<file path="src/rtl/siaminer_pkg.sv">
// Shared constants and types for the siaminer host link (command parser and response transmitter).
// Frame layout: header, cmd, len, then payload bytes least-significant first.
package siaminer_pkg;

    localparam logic [7:0] RESP_HEADER = 8'h55;
    localparam logic [7:0] REQ_HEADER  = 8'hAA;

    localparam logic [7:0] CMD_WORK = 8'h00;
    localparam logic [7:0] CMD_LOOP = 8'h01;

    localparam int NONCE_LEN = 4;
    localparam int WORK_LEN  = 88;

    typedef enum logic [2:0] {
        ST_IDLE,
        ST_HDR,
        ST_CMD,
        ST_LEN,
        ST_DATA,
        ST_GAP
    } resp_state_t;

endpackage

</file>
<file path="src/rtl/siaminer_sync_fifo.sv">
// Single-clock FIFO with full/empty flags and first-word-fall-through read data.
// DEPTH must be a power of two so the pointers wrap naturally.
module siaminer_sync_fifo #(
    parameter int WIDTH = 8,
    parameter int DEPTH = 4
) (
    input  logic             clk,
    input  logic             rst_n,
    input  logic             push,
    input  logic [WIDTH-1:0] push_data,
    input  logic             pop,
    output logic [WIDTH-1:0] pop_data,
    output logic             full,
    output logic             empty
);

    localparam int AW = $clog2(DEPTH);

    logic [WIDTH-1:0] mem [DEPTH];
    logic [AW-1:0]    wr_ptr_reg;
    logic [AW-1:0]    rd_ptr_reg;
    logic [AW:0]      count_reg;
    logic             push_ok;
    logic             pop_ok;

    // Flags come from registered occupancy only, so a full FIFO refuses a push
    // even when a pop happens in the same cycle.
    assign full     = (count_reg == (AW+1)'(DEPTH));
    assign empty    = (count_reg == '0);
    assign push_ok  = push && !full;
    assign pop_ok   = pop && !empty;
    assign pop_data = mem[rd_ptr_reg];

    always_ff @(posedge clk) begin
        if (push_ok) begin
            mem[wr_ptr_reg] <= push_data;
        end
    end

    always_ff @(posedge clk or negedge rst_n) begin
        if (!rst_n) begin
            wr_ptr_reg <= '0;
            rd_ptr_reg <= '0;
            count_reg  <= '0;
        end else begin
            if (push_ok) begin
                wr_ptr_reg <= wr_ptr_reg + AW'(1);
            end
            if (pop_ok) begin
                rd_ptr_reg <= rd_ptr_reg + AW'(1);
            end
            case ({push_ok, pop_ok})
                2'b10:   count_reg <= count_reg + (AW+1)'(1);
                2'b01:   count_reg <= count_reg - (AW+1)'(1);
                default: count_reg <= count_reg;
            endcase
        end
    end

endmodule

</file>
<file path="src/rtl/siaminer_resp_tx.sv">
// Host-bound response framer: nonce results (cmd 0x00) and loop-test echoes (cmd 0x01), one byte per UART handshake.
// Optional SIAMINER_RESP_STATS_EN adds saturating per-type frame counters.
module siaminer_resp_tx
    import siaminer_pkg::*;
#(
    parameter logic [7:0] HEADER      = RESP_HEADER,
    parameter int         LOOP_DEPTH  = 4,
    parameter int         NONCE_BYTES = NONCE_LEN
) (
    input  logic        clk,
    input  logic        rst_n,
    input  logic        nonce_valid,
    input  logic [31:0] nonce,
    output logic        nonce_ready,
    input  logic        loop_valid,
    input  logic [7:0]  loop_byte,
    output logic        loop_ready,
    input  logic        tx_busy,
    output logic [7:0]  tx_data,
    output logic        new_tx_data,
    output logic        tx_last_byte
`ifdef SIAMINER_RESP_STATS_EN
    ,
    output logic [15:0] nonce_frame_cnt,
    output logic [15:0] loop_frame_cnt
`endif
);

    localparam int PW = NONCE_BYTES * 8;
    localparam int CW = (NONCE_BYTES > 1) ? $clog2(NONCE_BYTES) : 1;
    localparam logic [CW-1:0] NONCE_CNT_INIT = CW'(NONCE_BYTES - 1);
    localparam logic [7:0]    NONCE_LEN_BYTE = 8'(NONCE_BYTES);

    resp_state_t    state_reg, state_next;
    resp_state_t    ret_reg, ret_next;

    logic           nonce_full_reg;
    logic [PW-1:0]  nonce_hold_reg;
    logic           is_loop_reg;
    logic [PW-1:0]  payload_reg;
    logic [CW-1:0]  byte_cnt_reg;
    logic [7:0]     tx_data_reg;
    logic           new_tx_data_reg;
    logic           tx_last_byte_reg;

    logic           issue;
    logic [7:0]     issue_byte;
    logic           issue_last;
    logic           start_nonce;
    logic           start_loop;
    logic           shift_payload;

    logic [7:0]     fifo_data;
    logic           fifo_full;
    logic           fifo_empty;

    siaminer_sync_fifo #(
        .WIDTH (8),
        .DEPTH (LOOP_DEPTH)
    ) u_loop_fifo (
        .clk       (clk),
        .rst_n     (rst_n),
        .push      (loop_valid),
        .push_data (loop_byte),
        .pop       (start_loop),
        .pop_data  (fifo_data),
        .full      (fifo_full),
        .empty     (fifo_empty)
    );

    assign loop_ready   = !fifo_full;
    assign nonce_ready  = !nonce_full_reg;
    assign tx_data      = tx_data_reg;
    assign new_tx_data  = new_tx_data_reg;
    assign tx_last_byte = tx_last_byte_reg;

    always_ff @(posedge clk or negedge rst_n) begin
        if (!rst_n) begin
            state_reg <= ST_IDLE;
            ret_reg   <= ST_IDLE;
        end else begin
            state_reg <= state_next;
            ret_reg   <= ret_next;
        end
    end

    // Every byte state issues only when the UART is free, then parks in GAP for
    // one cycle so the transmitter's busy flag has time to rise.
    always_comb begin
        state_next    = state_reg;
        ret_next      = ret_reg;
        issue         = 1'b0;
        issue_byte    = 8'h00;
        issue_last    = 1'b0;
        start_nonce   = 1'b0;
        start_loop    = 1'b0;
        shift_payload = 1'b0;
        case (state_reg)
            ST_IDLE: begin
                if (nonce_full_reg) begin
                    start_nonce = 1'b1;
                    state_next  = ST_HDR;
                end else if (!fifo_empty) begin
                    start_loop = 1'b1;
                    state_next = ST_HDR;
                end
            end
            ST_HDR: begin
                if (!tx_busy) begin
                    issue      = 1'b1;
                    issue_byte = HEADER;
                    state_next = ST_GAP;
                    ret_next   = ST_CMD;
                end
            end
            ST_CMD: begin
                if (!tx_busy) begin
                    issue      = 1'b1;
                    issue_byte = is_loop_reg ? CMD_LOOP : CMD_WORK;
                    state_next = ST_GAP;
                    ret_next   = ST_LEN;
                end
            end
            ST_LEN: begin
                if (!tx_busy) begin
                    issue      = 1'b1;
                    issue_byte = is_loop_reg ? 8'd1 : NONCE_LEN_BYTE;
                    state_next = ST_GAP;
                    ret_next   = ST_DATA;
                end
            end
            ST_DATA: begin
                if (!tx_busy) begin
                    issue         = 1'b1;
                    issue_byte    = payload_reg[7:0];
                    shift_payload = 1'b1;
                    state_next    = ST_GAP;
                    if (byte_cnt_reg == '0) begin
                        issue_last = 1'b1;
                        ret_next   = ST_IDLE;
                    end else begin
                        ret_next = ST_DATA;
                    end
                end
            end
            ST_GAP: begin
                state_next = ret_reg;
            end
            default: begin
                state_next = ST_IDLE;
            end
        endcase
    end

    // Nonce holding register: freed on the same edge its value moves into the
    // frame shift register, so a new nonce can be taken while the frame is sent.
    always_ff @(posedge clk or negedge rst_n) begin
        if (!rst_n) begin
            nonce_full_reg <= 1'b0;
            nonce_hold_reg <= '0;
        end else if (start_nonce) begin
            nonce_full_reg <= 1'b0;
        end else if (nonce_valid && !nonce_full_reg) begin
            nonce_full_reg <= 1'b1;
            nonce_hold_reg <= PW'(nonce);
        end
    end

    always_ff @(posedge clk or negedge rst_n) begin
        if (!rst_n) begin
            is_loop_reg  <= 1'b0;
            payload_reg  <= '0;
            byte_cnt_reg <= '0;
        end else if (start_nonce) begin
            is_loop_reg  <= 1'b0;
            payload_reg  <= nonce_hold_reg;
            byte_cnt_reg <= NONCE_CNT_INIT;
        end else if (start_loop) begin
            is_loop_reg  <= 1'b1;
            payload_reg  <= PW'(fifo_data);
            byte_cnt_reg <= '0;
        end else if (shift_payload) begin
            payload_reg  <= payload_reg >> 8;
            byte_cnt_reg <= byte_cnt_reg - CW'(1);
        end
    end

    always_ff @(posedge clk or negedge rst_n) begin
        if (!rst_n) begin
            tx_data_reg      <= 8'h00;
            new_tx_data_reg  <= 1'b0;
            tx_last_byte_reg <= 1'b0;
        end else begin
            new_tx_data_reg  <= issue;
            tx_last_byte_reg <= issue_last;
            if (issue) begin
                tx_data_reg <= issue_byte;
            end
        end
    end

`ifdef SIAMINER_RESP_STATS_EN
    logic [15:0] nonce_cnt_reg;
    logic [15:0] loop_cnt_reg;

    always_ff @(posedge clk or negedge rst_n) begin
        if (!rst_n) begin
            nonce_cnt_reg <= 16'h0000;
            loop_cnt_reg  <= 16'h0000;
        end else if (issue_last) begin
            if (is_loop_reg) begin
                if (loop_cnt_reg != 16'hFFFF) begin
                    loop_cnt_reg <= loop_cnt_reg + 16'd1;
                end
            end else begin
                if (nonce_cnt_reg != 16'hFFFF) begin
                    nonce_cnt_reg <= nonce_cnt_reg + 16'd1;
                end
            end
        end
    end

    assign nonce_frame_cnt = nonce_cnt_reg;
    assign loop_frame_cnt  = loop_cnt_reg;
`endif

endmodule

</file>
<file path="config.mk">
export PLATFORM = sky130hd
export DESIGN_NAME = siaminer_resp_tx
export DESIGN_NICKNAME = d
export VERILOG_FILES = /design/src/rtl/siaminer_pkg.sv /design/src/rtl/siaminer_sync_fifo.sv /design/src/rtl/siaminer_resp_tx.sv
export SDC_FILE = /design/constraint.sdc
export NUM_CORES = 1
export LEC_CHECK = 0
export ABC_AREA = 1
export CORE_ASPECT_RATIO = 1.25
export CORE_MARGIN = 2
export CORE_UTILIZATION = 57
export DETAILED_ROUTE_END_ITERATION = 8
export PLACE_DENSITY = 0.8
export SLEW_MARGIN = 20
export SYNTH_ARGS = -nofsm -noshare
export SYNTH_HDL_FRONTEND = slang
export SYNTH_HIERARCHICAL = 1
export SYNTH_SLANG_ARGS = --single-unit
export TNS_END_PERCENT = 1
</file>
<file path="constraint.sdc">
create_clock -name clk -period 3.2 [get_ports clk]
set_input_delay 0.96 -clock clk [delete_from_list [all_inputs] [get_ports clk]]
set_output_delay 0.96 -clock clk [all_outputs]
set_load 0.005 [all_outputs]
</file>
* Word-level counts from Yosys, hierarchy flattened
Memory sizes are Yosys's and may differ from the RTL's.
Cells that the tools add are included.
** Storage, ports and cells
- Memory bits (writable) :: 32
- Input port bits :: 45
- Memories kept :: 1
- Flip-flop bits (word level) :: 91
- Word-level logic and storage cells :: 93
- Output and inout bits :: 12
** Memory list
- u_loop_fifo.mem :: words 4, bits a word 8, read ports 1, clocked after memory_dff 0, write ports 1, line siaminer_sync_fifo.sv:19 : logic [WIDTH-1:0] mem [DEPTH];
** Operators by class
- Multiplexer cells :: 41
- Equal/unequal tests :: 14
- Reductions and logical operators :: 18
- Add/sub/neg operators :: 5
- Bitwise operators :: 1
** Operators by type and width (count)
- 32-bit two-way mux :: 3
- 8-bit case mux with 4 select lines :: 1
- 3-bit two-way mux :: 10
- 1-bit two-way mux :: 19
- 3-bit case mux with 4 select lines :: 1
- 2-bit != test (second input constant) :: 5
- 3-bit == test (second input constant) :: 3
- 3-bit case mux with 3 select lines :: 1
- 8-bit two-way mux :: 1
- 7-bit two-way mux :: 1
- 3-bit by 2-bit == test with 1-bit output (second input constant) :: 2
- 3-bit zero test :: 2
- 2-bit two-way mux :: 3
- 3-bit case mux with 2 select lines :: 1
- 2-bit nonzero test :: 3
- 5-bit AND reduction :: 1
- 2-bit by 1-bit adder with 2-bit output (second input constant) :: 2
- 2-bit AND reduction :: 2
- 4-bit nonzero test :: 1
- 4-bit OR reduction :: 1
- 3-bit by 1-bit adder with 3-bit output (second input constant) :: 1
- 3-bit by 1-bit == test with 1-bit output (second input constant) :: 1
- 1-bit logical AND :: 3
- 1-bit zero test :: 3
- 8 further kinds :: 8

* Depth between registers and ports, before layout
- Word-level depth :: 7
- Gate-level depth with buffers :: 17
- Gate-level depth less buffers :: 16

* By module
Netlist, hierarchy kept.
** Modules (own cells, without submodules)
- siaminer_resp_tx :: sequential area each 2102.0 µm², area each 3854.9 µm², times used 1, cells an instance 426
- siaminer_sync_fifo :: sequential area each 1136.1 µm², area each 1751.7 µm², times used 1, cells an instance 154

* Worst setup path before layout
No wires, ideal clock.
- Kind :: flip-flop to flip-flop
- From :: register state_reg[1]
- To :: register u_loop_fifo.count_reg[2]
- Data arrival time :: 2.129 ns
- Cell stages (with the launch flop) :: 15
- Data required time :: 3.083 ns
- Library setup time :: 0.117 ns
- Path slack :: 0.954 ns
- Period minus slack after synthesis :: 2.246 ns
- Path buffers :: 2
- Cell sequence :: dfrtp_1 > nor2_4 > clkbuf_8 > nand3_4 > buf_6 > inv_1 > nand2_1 > inv_1 > ha_1 > inv_1 > fa_1 > nand2_1 > nand3_1 > nand2_1 > nand2_1
** On the way
- Cells in the longest elaborated chain, start to end :: 5
- Elaborated cells on any way between the ends :: 7
- Classes of those cells :: eq/ne (2); mux (2); reduce/logical (3)
** Ends and longest elaborated chain
- from (decl) :: line siaminer_resp_tx.sv:34 : resp_state_t state_reg, state_next;
- from (signal assigned) :: line siaminer_resp_tx.sv:82 : state_reg <= state_next;
- 3-bit zero test (*) :: line siaminer_resp_tx.sv:98 : case (state_reg)
- 1-bit two-way mux (*) :: line siaminer_resp_tx.sv:98
- net start_loop :: line siaminer_resp_tx.sv:50 : logic start_loop;
- 1-bit logical AND (*) :: line siaminer_sync_fifo.sv:31 : assign pop_ok = pop && !empty;
- net u_loop_fifo.pop_ok :: line siaminer_sync_fifo.sv:24 : logic pop_ok;
- 2-bit by 1-bit == test with 1-bit output / 2-bit == test (equally long branches) :: line siaminer_sync_fifo.sv:52 : case ({push_ok, pop_ok})
- 3-bit case mux with 2 select lines / 2-bit nonzero test (equally long branches)
- to (signal assigned) :: line siaminer_sync_fifo.sv:53 : 2'b10: count_reg <= count_reg + (AW+1)'(1);
- to (signal assigned) :: line siaminer_sync_fifo.sv:54 : 2'b01: count_reg <= count_reg - (AW+1)'(1);
- to (signal assigned) :: line siaminer_sync_fifo.sv:55 : default: count_reg <= count_reg;
- to (decl) :: line siaminer_sync_fifo.sv:22 : logic [AW:0] count_reg;
Mark *: on every way through the listed nets, which the timed path passes. The rest lies on a longest branch.
A chain may end at the register's enable or synchronous reset.

* Worst setup path in the final report
- From :: register nonce_full_reg
- To :: output nonce_ready
** On the way
- Cells in the longest elaborated chain, start to end :: 1
** Ends and longest elaborated chain
- from (decl) :: line siaminer_resp_tx.sv:37 : logic nonce_full_reg;
- from (signal assigned) :: line siaminer_resp_tx.sv:159 : nonce_full_reg <= 1'b0;
- from (signal assigned) :: line siaminer_resp_tx.sv:162 : nonce_full_reg <= 1'b0;
- from (signal assigned) :: line siaminer_resp_tx.sv:164 : nonce_full_reg <= 1'b1;
- 1-bit zero test :: line siaminer_resp_tx.sv:72 : assign nonce_ready = !nonce_full_reg;
- to (decl) :: line siaminer_resp_tx.sv:14 : output logic nonce_ready,
No other way between the ends.

==> flow_summary.json <==
{
  "critPathRequiredTime_ps": 2240,
  "worst_clock_skew_on_the_final_layout_ps": 6.75,
  "nFillCells": 738,
  "vdd_ir_drop_max_mv": 0.482,
  "globalRouteTotalUtil_pct": 22.7,
  "syn_avg_cell_area_um2": 9.67,
  "share_of_final_layout_standard_cells_stronger_than_drive_strength_1_pct": 10.1,
  "clock_insertion_delay_worst_skew_ps": 410,
  "cts_inserted_buffers": 17,
  "sum_neg_setup_slack_ps": 0,
  "initial_utilization_pct": 58.3,
  "netlist_area_um2": 5610,
  "result_of_the_run": "complete, no violations",
  "timing.rr.end": "u_loop_fifo/count_reg[2]$_DFFE_PN0P_",
  "dpl.cell_count": 745,
  "tightestPinTransition_ps": 802,
  "clkSinkCount": 123,
  "hold_class": "flop to flop",
  "detailroute.via_count": 4149,
  "critical_path_buf_inv_count": 2,
  "drt_pass1_iterations": 6,
  "wl_per_cell_um": 14.7,
  "postSynth.asyncResetShare_pct": 74.0,
  "fp.dieArea_um2": 10700,
  "timing.reg2reg.setup_slack_ps": 580,
  "initial_antenna_violation_count": 0,
  "report.final.setup_viol": 0,
  "p_leak_nw": 3.24,
  "yosys_register_bits": 123,
  "rsz0062_at_grt": "false",
  "htree_num_levels": 4,
  "maxSlewViolCount": 0,
  "hold_crit_depth": 1,
  "routed_via_density": 5.34,
  "standard_cell_rows": 40,
  "first_global_vias": 4064,
  "layoutNonFillerInstCount": 777,
  "first_pass_grt_wire_length_mm": 18.7,
  "floorplan.die.width_um": 92.7,
  "timing.critical_path.to_type": "output pin",
  "layout.cell_area.non_filler_um2": 6750,
  "area_growth_pct": 20.4,
  "synth_seq_area_share_pct": 57.8,
  "clock.fmax_mhz": 360,
  "final_min_period_over_clock_period_pct": 86.8,
  "synth_enable_flop_cells": 32,
  "power_density_nw_per_um2": 1010,
  "post-cts-setup-buffers": 0,
  "io_buffer_count": 56,
  "yosys.cell_types.count": 30,
  "synth_ff_type": "sky130_fd_sc_hd__dfrtp_1",
  "longest_clk_path_bufs": 2,
  "ant_nets": 0,
  "reg2reg_depth": 15,
  "grt_start_max_net_pins": 47,
  "post-route-drc-count": 0,
  "globalRouteOverflowTotal": 0,
  "holdPathEnd": "u_loop_fifo/count_reg[0]$_DFFE_PN0P_",
  "drt_first_iter_violations": 300,
  "worst-endpoint-arrival_ps": 1820,
  "clock-root-buffer": "sky130_fd_sc_hd__clkbuf_16",
  "yosysWarningCount": 6,
  "worst_path_dominant_cell_family": "flip-flops",
  "critPathMaxFanout": 12,
  "critical_path.slowest_cell": "sky130_fd_sc_hd__dfrtp_1",
  "die_y_um": 115,
  "gp_routability_congestion": 0.827,
  "worst_setup_hold_path_clk_slew_ps": 50,
  "syn_inst": 580,
  "routed_wirelength_mm": 11.4,
  "critPathMaxStageDelay_ps": 710,
  "layout_min_cycle_time_ps": 2780,
  "synth.net_count": 632,
  "maxCapViolCount": 0,
  "post_dp_cell_area_um2": 6160,
  "path_class": "flop to output pin",
  "critical_path.startpoint_type": "flop",
  "antenna_cells_inserted": 0,
  "crit_chain": "inv_1 -> clkdlybuf4s50_1",
  "min_from": "u_loop_fifo/count_reg[0]$_DFFE_PN0P_",
  "critical_path.reg2reg.startpoint": "u_loop_fifo/count_reg[0]$_DFFE_PN0P_",
  "num-nets-final": 690,
  "post_cts_resized": 0,
  "maxSlewHeadroom_pct": 46.3,
  "timing_hold_violations_final": 0,
  "fin_worst_hold_slack_ps": 476,
  "cts_tree": "done",
  "core_area_um2": 9610,
  "ioPinCount": 57,
  "postCtsHoldBufs": 0,
  "fin_total_pwr_w": 0.00680,
  "hpwlAfterDp_mm": 7.64
}
[power breakdown]
group / leakage (nW) / internal, W / switching [W]
Combinational: 1.56 / 0.000854 / 0.00143
Sequential: 1.39 / 0.00226 / 0.000369
Clock: 0.289 / 0.00125 / 0.000637
[kinds of logic after synthesis]
| group | share of synthesized area, % |
|---|---|
| muxes | 3.21 |
| xor gates and xnor gates | 0.156 |
| AOI/OAI and AO/OA | 6.78 |
| DFF | 57.8 |
| buffers and inverters | 8.84 |
| adders and majority gates | 1.70 |
| and+or+nand+nor | 21.6 |
[cell usage in the layout, fill, tap and decap left out, types with 2 or more instances in the layout]
cell	synthesis	routed
sky130_fd_sc_hd__a21oi_1	26	26
sky130_fd_sc_hd__buf_4	2	6
sky130_fd_sc_hd__bufinv_16	0	2
sky130_fd_sc_hd__clkbuf_1	1	5
sky130_fd_sc_hd__clkbuf_16	0	18
sky130_fd_sc_hd__clkbuf_8	3	3
sky130_fd_sc_hd__clkdlybuf4s50_1	0	55
sky130_fd_sc_hd__clkinv_2	0	3
sky130_fd_sc_hd__dfrtp_1	91	91
sky130_fd_sc_hd__edfxtp_1	32	32
sky130_fd_sc_hd__ha_1	6	6
sky130_fd_sc_hd__inv_1	67	67
sky130_fd_sc_hd__inv_2	2	2
sky130_fd_sc_hd__inv_4	2	2
sky130_fd_sc_hd__mux2_2	16	16
sky130_fd_sc_hd__nand2_1	185	185
sky130_fd_sc_hd__nand2_4	3	3
sky130_fd_sc_hd__nand3_1	21	21
sky130_fd_sc_hd__nand3_2	3	3
sky130_fd_sc_hd__nand3_4	4	4
sky130_fd_sc_hd__nand4_1	19	19
sky130_fd_sc_hd__nor2_1	32	32
sky130_fd_sc_hd__o211ai_1	16	16
sky130_fd_sc_hd__o21ai_0	24	24
sky130_fd_sc_hd__o21ai_1	2	2
[synthesized netlist by cell type, types with 2 or more instances]
library cell,count,area [µm²]
sky130_fd_sc_hd__o21ai_0,24,120
sky130_fd_sc_hd__a21oi_1,26,130
sky130_fd_sc_hd__buf_2,3,15.0
sky130_fd_sc_hd__inv_2,2,7.51
sky130_fd_sc_hd__o21ai_1,2,10.0
sky130_fd_sc_hd__clkbuf_8,3,41.3
sky130_fd_sc_hd__nor2_1,32,120
sky130_fd_sc_hd__nand3_1,21,105
sky130_fd_sc_hd__ha_1,6,75.1
sky130_fd_sc_hd__nand4_1,19,119
sky130_fd_sc_hd__nand3_4,4,70.1
sky130_fd_sc_hd__clkbuf_2,2,10.0
sky130_fd_sc_hd__dfrtp_1,91,2280
sky130_fd_sc_hd__buf_4,2,15.0
sky130_fd_sc_hd__edfxtp_1,32,961
sky130_fd_sc_hd__buf_6,12,135
sky130_fd_sc_hd__inv_1,67,251
sky130_fd_sc_hd__nand2_4,3,33.8
sky130_fd_sc_hd__nand3_2,3,30.0
sky130_fd_sc_hd__nand2_1,185,694
sky130_fd_sc_hd__mux2_2,16,180
sky130_fd_sc_hd__inv_4,2,12.5
sky130_fd_sc_hd__o211ai_1,16,120
[through the flow]
step	worst slack, ps	util (%)
2_1_floorplan	954	-
6_report	423	70.3
3_3_place_gp	600	64.1
5_1_grt	394	70.3
4_1_cts	438	70.3
3_5_place_dp	481	64.1
[worst max path at each step]
stage | end | slack (ps) | cells after the start | startpoint
finish | nonce_ready | 420 | 2 | nonce_full_reg$_DFFE_PN0P_
global route | nonce_ready | 390 | 2 | nonce_full_reg$_DFFE_PN0P_
CTS | nonce_ready | 440 | 2 | nonce_full_reg$_DFFE_PN0P_
detailed placement | u_loop_fifo/count_reg[2]$_DFFE_PN0P_ | 480 | 9 | loop_valid
global placement | u_loop_fifo/count_reg[2]$_DFFE_PN0P_ | 600 | 9 | loop_valid
floorplan | u_loop_fifo/count_reg[2]$_DFFE_PN0P_ | 950 | 14 | state_reg[1]$_DFFE_PN0P_
[final cells by class]
cell class	instances	area, µm²	share of cell area, %
flip-flops and latches	123	3240	48.0
multi-input cells	362	1870	27.7
repair buffers	62	616	9.12
clock buffers	26	510	7.56
inverters	72	275	4.08
well taps	126	158	2.33
clock inverters	6	82.6	1.22
[metal layers]
metal | track usage (%) | wire [µm] | up-vias
li1 | - | - | 1998
met1 | 27.5 | 4650 | 1989
met2 | 39.8 | 6040 | 141
met3 | 5.37 | 544 | 21
met4 | 8.73 | 216 | 0
met5 | 0 | 0 | -
Power figures use the tool's default switching activity.
